<file path="src/rtl/int_arith_seq_if.sv">
// Issue/result bundle between the CPU execute stage (master) and the
// sequential integer arithmetic unit (slave).
interface int_arith_seq_if;
    logic        start;
    logic [2:0]  op;
    logic        is64;
    logic [63:0] a;
    logic [63:0] b;
    logic        busy;
    logic        done;
    logic [63:0] result;
    logic [1:0]  result_type;
    logic [3:0]  trap;

    modport master (
        output start, op, is64, a, b,
        input  busy, done, result, result_type, trap
    );

    modport slave (
        input  start, op, is64, a, b,
        output busy, done, result, result_type, trap
    );
endinterface

</file>
<file path="src/rtl/int_arith_seq.sv">
// Sequential Wasm i32/i64 add/sub/mul/div/rem unit: one bit per cycle for
// mul and div/rem, with Wasm trap reporting on the done pulse.
module int_arith_seq #(
    parameter bit USE_64B = 1'b1,
    parameter bit DIV_EN  = 1'b1
) (
    input logic            clk,
    input logic            reset,
    int_arith_seq_if.slave bus
);
    typedef enum logic [2:0] {
        S_IDLE, S_DECODE, S_CALC, S_FIX, S_DONE
    } state_e;

    typedef enum logic [2:0] {
        OP_ADD, OP_SUB, OP_MUL, OP_DIV_S, OP_DIV_U, OP_REM_S, OP_REM_U, OP_RSVD
    } op_e;

    state_e      state_q, state_d;
    op_e         op_q, op_d;
    logic        w64_q, w64_d;
    logic [63:0] x_q, x_d;      // a / multiplicand / dividend-then-quotient
    logic [63:0] y_q, y_d;      // b / multiplier / divisor
    logic [63:0] p_q, p_d;      // product accumulator / partial remainder
    logic [5:0]  cnt_q, cnt_d;
    logic        qneg_q, qneg_d;
    logic        rneg_q, rneg_d;
    logic [63:0] result_q, result_d;
    logic [1:0]  rtype_q, rtype_d;
    logic [3:0]  trap_q, trap_d;

    function automatic logic [63:0] fit(input logic [63:0] v, input logic w64);
        return w64 ? v : {32'd0, v[31:0]};
    endfunction

    logic        sign_a, sign_b, is_signed, is_divrem, is_long;
    logic [63:0] int_min, minus_one;
    logic [3:0]  dec_trap;

    // NOTE: every combinational output gets a default first so no path leaves it unassigned (no latch).
    always_comb begin
        sign_a    = w64_q ? x_q[63] : x_q[31];
        sign_b    = w64_q ? y_q[63] : y_q[31];
        is_signed = op_q inside {OP_DIV_S, OP_REM_S};
        is_divrem = op_q inside {OP_DIV_S, OP_DIV_U, OP_REM_S, OP_REM_U};
        int_min   = w64_q ? 64'h8000_0000_0000_0000 : 64'h0000_0000_8000_0000;
        minus_one = fit('1, w64_q);
        dec_trap  = 4'd0;
        if (op_q == OP_RSVD || (is_divrem && !DIV_EN))
            dec_trap = 4'd3;
        else if (is_divrem && y_q == 64'd0)
            dec_trap = 4'd1;
        else if (op_q == OP_DIV_S && x_q == int_min && y_q == minus_one)
            dec_trap = 4'd2;
        is_long = (op_q == OP_MUL || is_divrem) && dec_trap == 4'd0;
    end

    // NOTE: sequential state uses non-blocking assignments so all flops update together.
    always_ff @(posedge clk or negedge reset) begin
        if (!reset) state_q <= S_IDLE;
        else        state_q <= state_d;
    end

    always_comb begin
        state_d = state_q;
        unique case (state_q)
            S_IDLE:   if (bus.start) state_d = S_DECODE;
            S_DECODE: state_d = is_long ? S_CALC : S_DONE;
            S_CALC:   if (cnt_q == 6'd0) state_d = S_FIX;
            S_FIX:    state_d = S_DONE;
            S_DONE:   state_d = S_IDLE;
            default:  state_d = S_IDLE;
        endcase
    end

    always_comb begin
        bus.busy        = state_q != S_IDLE;
        bus.done        = state_q == S_DONE;
        bus.result      = result_q;
        bus.result_type = rtype_q;
        bus.trap        = trap_q;
    end

    logic [63:0] mag_a, mag_b, fixed;
    logic [64:0] rem_try, rem_sub;
    logic        w64_in;

    always_comb begin
        op_d     = op_q;
        w64_d    = w64_q;
        x_d      = x_q;
        y_d      = y_q;
        p_d      = p_q;
        cnt_d    = cnt_q;
        qneg_d   = qneg_q;
        rneg_d   = rneg_q;
        result_d = result_q;
        rtype_d  = rtype_q;
        trap_d   = trap_q;
        w64_in   = USE_64B && bus.is64;
        mag_a    = (is_signed && sign_a) ? fit(-x_q, w64_q) : x_q;
        mag_b    = (is_signed && sign_b) ? fit(-y_q, w64_q) : y_q;
        rem_try  = {p_q, x_q[63]};
        rem_sub  = rem_try - {1'b0, y_q};
        fixed    = 64'd0;

        unique case (state_q)
            S_IDLE: if (bus.start) begin
                op_d  = op_e'(bus.op);
                w64_d = w64_in;
                x_d   = fit(bus.a, w64_in);
                y_d   = fit(bus.b, w64_in);
            end
            S_DECODE: if (!is_long) begin
                result_d = (dec_trap != 4'd0) ? 64'd0
                         : fit((op_q == OP_SUB) ? x_q - y_q : x_q + y_q, w64_q);
                rtype_d  = {1'b0, w64_q};
                trap_d   = dec_trap;
            end else begin
                cnt_d = w64_q ? 6'd63 : 6'd31;
                p_d   = 64'd0;
                if (is_divrem) begin
                    // Dividend is left-aligned so its MSB always leaves through bit 63.
                    x_d    = w64_q ? mag_a : {mag_a[31:0], 32'd0};
                    y_d    = mag_b;
                    qneg_d = is_signed && (sign_a ^ sign_b);
                    rneg_d = is_signed && sign_a;
                end
            end
            S_CALC: begin
                if (cnt_q != 6'd0) cnt_d = cnt_q - 6'd1;
                if (op_q == OP_MUL) begin
                    if (y_q[0]) p_d = p_q + x_q;
                    x_d = {x_q[62:0], 1'b0};
                    y_d = {1'b0, y_q[63:1]};
                end else if (!rem_sub[64]) begin
                    p_d = rem_sub[63:0];
                    x_d = {x_q[62:0], 1'b1};
                end else begin
                    p_d = rem_try[63:0];
                    x_d = {x_q[62:0], 1'b0};
                end
            end
            S_FIX: begin
                if (op_q == OP_MUL)                               fixed = p_q;
                else if (op_q == OP_DIV_S || op_q == OP_DIV_U)   fixed = qneg_q ? -x_q : x_q;
                else                                              fixed = rneg_q ? -p_q : p_q;
                result_d = fit(fixed, w64_q);
                rtype_d  = {1'b0, w64_q};
                trap_d   = 4'd0;
            end
            default: ;
        endcase
    end

    always_ff @(posedge clk or negedge reset) begin
        if (!reset) begin
            op_q     <= OP_ADD;
            w64_q    <= 1'b0;
            x_q      <= 64'd0;
            y_q      <= 64'd0;
            p_q      <= 64'd0;
            cnt_q    <= 6'd0;
            qneg_q   <= 1'b0;
            rneg_q   <= 1'b0;
            result_q <= 64'd0;
            rtype_q  <= 2'd0;
            trap_q   <= 4'd0;
        end else begin
            op_q     <= op_d;
            w64_q    <= w64_d;
            x_q      <= x_d;
            y_q      <= y_d;
            p_q      <= p_d;
            cnt_q    <= cnt_d;
            qneg_q   <= qneg_d;
            rneg_q   <= rneg_d;
            result_q <= result_d;
            rtype_q  <= rtype_d;
            trap_q   <= trap_d;
        end
    end
endmodule

</file>
<file path="src/flat_wrapper.sv">
// flat-port wrapper written by rule: the top's interface ports become plain ports
module int_arith_seq_flat 
#(
    parameter bit USE_64B = 1'b1,
    parameter bit DIV_EN  = 1'b1
)
  (clk, reset, bus_start, bus_op, bus_is64, bus_a, bus_b, bus_busy, bus_done, bus_result, bus_result_type, bus_trap);
  int_arith_seq_if bus_i ();
  input logic clk;
  input logic reset;
  input wire logic [$bits(bus_i.start)-1:0] bus_start;
  input wire logic [$bits(bus_i.op)-1:0] bus_op;
  input wire logic [$bits(bus_i.is64)-1:0] bus_is64;
  input wire logic [$bits(bus_i.a)-1:0] bus_a;
  input wire logic [$bits(bus_i.b)-1:0] bus_b;
  output wire logic [$bits(bus_i.busy)-1:0] bus_busy;
  output wire logic [$bits(bus_i.done)-1:0] bus_done;
  output wire logic [$bits(bus_i.result)-1:0] bus_result;
  output wire logic [$bits(bus_i.result_type)-1:0] bus_result_type;
  output wire logic [$bits(bus_i.trap)-1:0] bus_trap;
  assign bus_i.start = bus_start;
  assign bus_i.op = bus_op;
  assign bus_i.is64 = bus_is64;
  assign bus_i.a = bus_a;
  assign bus_i.b = bus_b;
  assign bus_busy = bus_i.busy;
  assign bus_done = bus_i.done;
  assign bus_result = bus_i.result;
  assign bus_result_type = bus_i.result_type;
  assign bus_trap = bus_i.trap;
  int_arith_seq #(.USE_64B(USE_64B), .DIV_EN(DIV_EN)) u_core (.clk(clk), .reset(reset), .bus(bus_i));
endmodule
</file>
<file path="config.mk">
export PLATFORM = sky130hd
export DESIGN_NAME = int_arith_seq_flat
export DESIGN_NICKNAME = d
export VERILOG_FILES = /design/src/rtl/int_arith_seq_if.sv /design/src/rtl/int_arith_seq.sv /design/src/flat_wrapper.sv
export SDC_FILE = /design/constraint.sdc
export NUM_CORES = 2
export LEC_CHECK = 0
export BUFFER_PORTS_ARGS = -buffer_cell sky130_fd_sc_hd__buf_2
export CORE_MARGIN = 8
export CORE_UTILIZATION = 55
export CTS_CLUSTER_SIZE = 16
export DETAILED_ROUTE_END_ITERATION = 16
export GPL_TIMING_DRIVEN = 0
export HOLD_SLACK_MARGIN = 0.03
export PLACE_DENSITY_LB_ADDON = 0.25
export SYNTH_ARGS = -nofsm -noshare
export SYNTH_HDL_FRONTEND = slang
export SYNTH_SLANG_ARGS = --single-unit
</file>
<file path="constraint.sdc">
create_clock -name clk -period 9.3 [get_ports clk]
set_input_delay 0.93 -clock clk [delete_from_list [all_inputs] [get_ports clk]]
set_output_delay 0.93 -clock clk [all_outputs]
set_load 0.005 [all_outputs]
</file>
==> results.txt <==
Status: completed
Initial Utilization: 0.5541
Top-area cell type share of the netlist area: 0.2153
H-Tree Depth: 2
Final nets: 4926
Prevailing post-synth register cell: dfrtp_1
Synth async-reset ratio: 1.000
Critical path cell sequence: inv_1 -> ha_1 -> or3b_1 -> nor3_2 -> and2_2 -> nand2_1 -> nor4b_1 -> nor2_1 -> xnor2_1 -> ha_1 -> and2_1 -> clkbuf_1 -> a32oi_1 -> a211oi_1 -> o31a_1 -> a211oi_1 -> o31a_1 -> o31ai_1 -> a221oi_1 -> o21ai_1 -> a221oi_1 -> xor2_1 -> o21ai_1
Routed wire per std cell: 30.57 µm
Register bit total from synthesis: 274
Detailed Routing Iterations Pass 1: 11
Cell taking the most area after synthesis: dfrtp_1
Crit Path Max Fanout: 8
Via-to-Cell Ratio: 7.017
Library cells used by synthesis: 100
Synth cell count leaders: nand2_1, a21oi_1, nor2_1
Register area share after synthesis: 0.2153
Max Fclk: 0.1226 GHz
DRC: 0
P&R area growth vs syn: 10.25%
Gates resized, CTS repair: 0
Vias post-DR: 37813
Clock skew: 25.56 ps
Final hold violations: 0
Fin cells: 5389
Post-route setup TNS: 0 ps
Vias in the first global route: 34940
Most common cell in the synthesized netlist: nand2_1
Core ar.: 0.05748 mm²
Hold Crit Class: input pin to asynchronous set/reset pin
# rows: 88
Critical path's largest stage delay: 900 ps
Largest net degree at the start of global routing: 108
Chip height: 256.6 µm
Initial DRC Count: 6475
Gr usage total: 0.4729
Synth area leaders: dfrtp_1, ha_1, xnor2_1
Mapped Area: 0.03185 mm²
Clk sinks: 274
RSZ-0062 raised after global routing: false
CTS clock-pin slew for the worst setup and hold paths: 60 ps
CP delay by family, top: compound AO/OA/AOI/OAI gates
Required time of the critical path: 9740 ps
Buffers inserted by post-CTS timing repair: 0
Max cap viols: 0
Fin crit share: 0.8768
Clk root buf: clkbuf_16
Setup crit start kind: flop
Crit Path Class: flop to flop
Die width: 256.6 µm
CTS tree: done
Initial antenna violation count: 9
Io pins: 207
CTS Buf Count: 36
Total die area: 0.06586 mm²
Cell Area, Placed: 0.03391 mm²
Antenna viol nets, final: 0
Ys Warns: 0
Slew headroom: 0.01710
WL final: 164.8 mm
Fin crit period: 8154 ps
Design area: 0.03511 mm²
Final weighted congestion in routability-driven placement: 1.114
Number of synthesized flops with an enable pin: 0
Hold_buf cts: 0
Worst-Skew Late Latency: 590 ps
Post-layout util: 0.6109
Share of cells above drive strength 1: 0.07861
Final Setup Violations: 0
Placed Cells: 5318
WP buf/inv: 2
Final HPWL DP: 132.1 mm
Grt ovf: 0
Mean Syn Cell Area: 7.330 µm²
Crit path DAT: 8590 ps
Synth Instances: 4345
CP endpoint kind: flop
Final slew viol count: 0
Tightest Pin Transition: 1469 ps
Highest-delay cell along the critical path: a211oi_1
First-pass GRT wire length: 235.2 mm
Clock Path Buffers: 3
IO Port Bufs: 203
==> final timing paths <==
| path | start | end | slack [ps] | cells after the start |
|---|---|---|---|---|
| max | u_core.y_q[0]$_DFFE_PN0P_ | u_core.bus.result[56]$_DFFE_PN0P_ | 1150 | 23 |
| min | reset | u_core.y_q[4]$_DFFE_PN0P_ | 350 | 1 |
| min in group clk | u_core.bus.result[41]$_DFFE_PN0P_ | u_core.bus.result[41]$_DFFE_PN0P_ | 480 | 2 |
| max reg2reg | u_core.y_q[0]$_DFFE_PN0P_ | u_core.bus.result[56]$_DFFE_PN0P_ | 1150 | 23 |
| min reg2reg | u_core.bus.result[41]$_DFFE_PN0P_ | u_core.bus.result[41]$_DFFE_PN0P_ | 480 | 2 |
| max in group asynchronous | reset | u_core.p_q[61]$_DFFE_PN0P_ | 7810 | 2 |
==> cell families after synthesis <==
| group | synth area share |
|---|---|
| AO/OA/AOI/OAI | 0.3231 |
| AND/OR/NAND/NOR | 0.2110 |
| buffers and inverters | 0.06015 |
| XOR/XNOR | 0.09515 |
| flip-flops | 0.2153 |
| adder cells (fa/ha/maj) | 0.07889 |
| multiplexers | 0.01623 |
| other | 0.0001177 |
==> layout make-up <==
cell class	count	area (µm²)
Inverter	140	525.5
Clock inverter	15	178.9
Multi-Input combinational cell	3612	23090
Fill cell	5613	22360
Timing Repair Buffer	207	1100
Antenna cell	6	15.01
Sequential cell	274	6857
Tap cell	765	957.2
Clock buffer	49	999.7
Buffer	321	1390
==> metrics by stage <==
stage / setup WS, ps / hold slack (ps)
2_1_floorplan: 3660 / 462.8
3_3_place_gp: 1654 / 460.0
3_5_place_dp: 1655 / 464.6
4_1_cts: 1606 / 435.1
5_1_grt: 957.9 / 465.2
6_report: 1146 / 352.8
==> cells in the final DEF, fill, tap and decap left out, types with 20 or more instances in the layout <==
cell       instances
nand2_1          451
a21oi_1          390
nor2_1           383
o21ai_0          379
dfrtp_1          274
clkbuf_1         272
xnor2_1          230
buf_2            221
ha_1             196
inv_1            138
a21o_1           123
xor2_1           116
nor3_1           109
o21ai_1           80
nand4_1           78
a31oi_1           76
nand3_1           74
a222oi_1          66
or3_1             64
a22oi_1           55
a221oi_1          48
mux2i_1           46
o22ai_1           44
o21bai_1          43
a211oi_1          37
nand2b_1          36
clkbuf_16         36
o31ai_1           35
o21a_1            31
and2_1            29
nor2b_1           29
o211ai_1          27
o221ai_1          24
nor4_1            20
==> worst reg2reg max path, stage by stage (launching register included) <==
cell and delay, ps:
dfrtp_1 590, inv_1 400, ha_1 280, or3b_1 460, nor3_2 450, and2_2 270
nand2_1 130, nor4b_1 520, nor2_1 100, xnor2_1 430, ha_1 390, and2_1 190
clkbuf_1 220, a32oi_1 330, a211oi_1 130, o31a_1 290, a211oi_1 900, o31a_1 310
o31ai_1 130, a221oi_1 440, o21ai_1 250, a221oi_1 390, xor2_1 310, o21ai_1 90
==> state kept, by name (all words and copies together) (netlist names) <==
signal,flops
u_core.bus.result_type,1
u_core.state_q,3
u_core.qneg_q,1
u_core.bus.result,64
u_core.p_q,64
u_core.cnt_q,6
u_core.w64_q,1
u_core.x_q,64
u_core.rneg_q,1
u_core.op_q,3
u_core.bus.trap,2
u_core.y_q,64
==> metal layers <==
metal,part of all wire,global-route usage,wire length [µm]
met3,0.17,0.2234,28260
met1,0.36,0.5933,59980
met2,0.40,0.6610,65360
met4,0.067,0.2591,11070
met5,0.00060,0,99
Power is left out: the tool's default activity adds up to more than one toggle a clock period on the data nets, which glitch-free logic cannot reach.
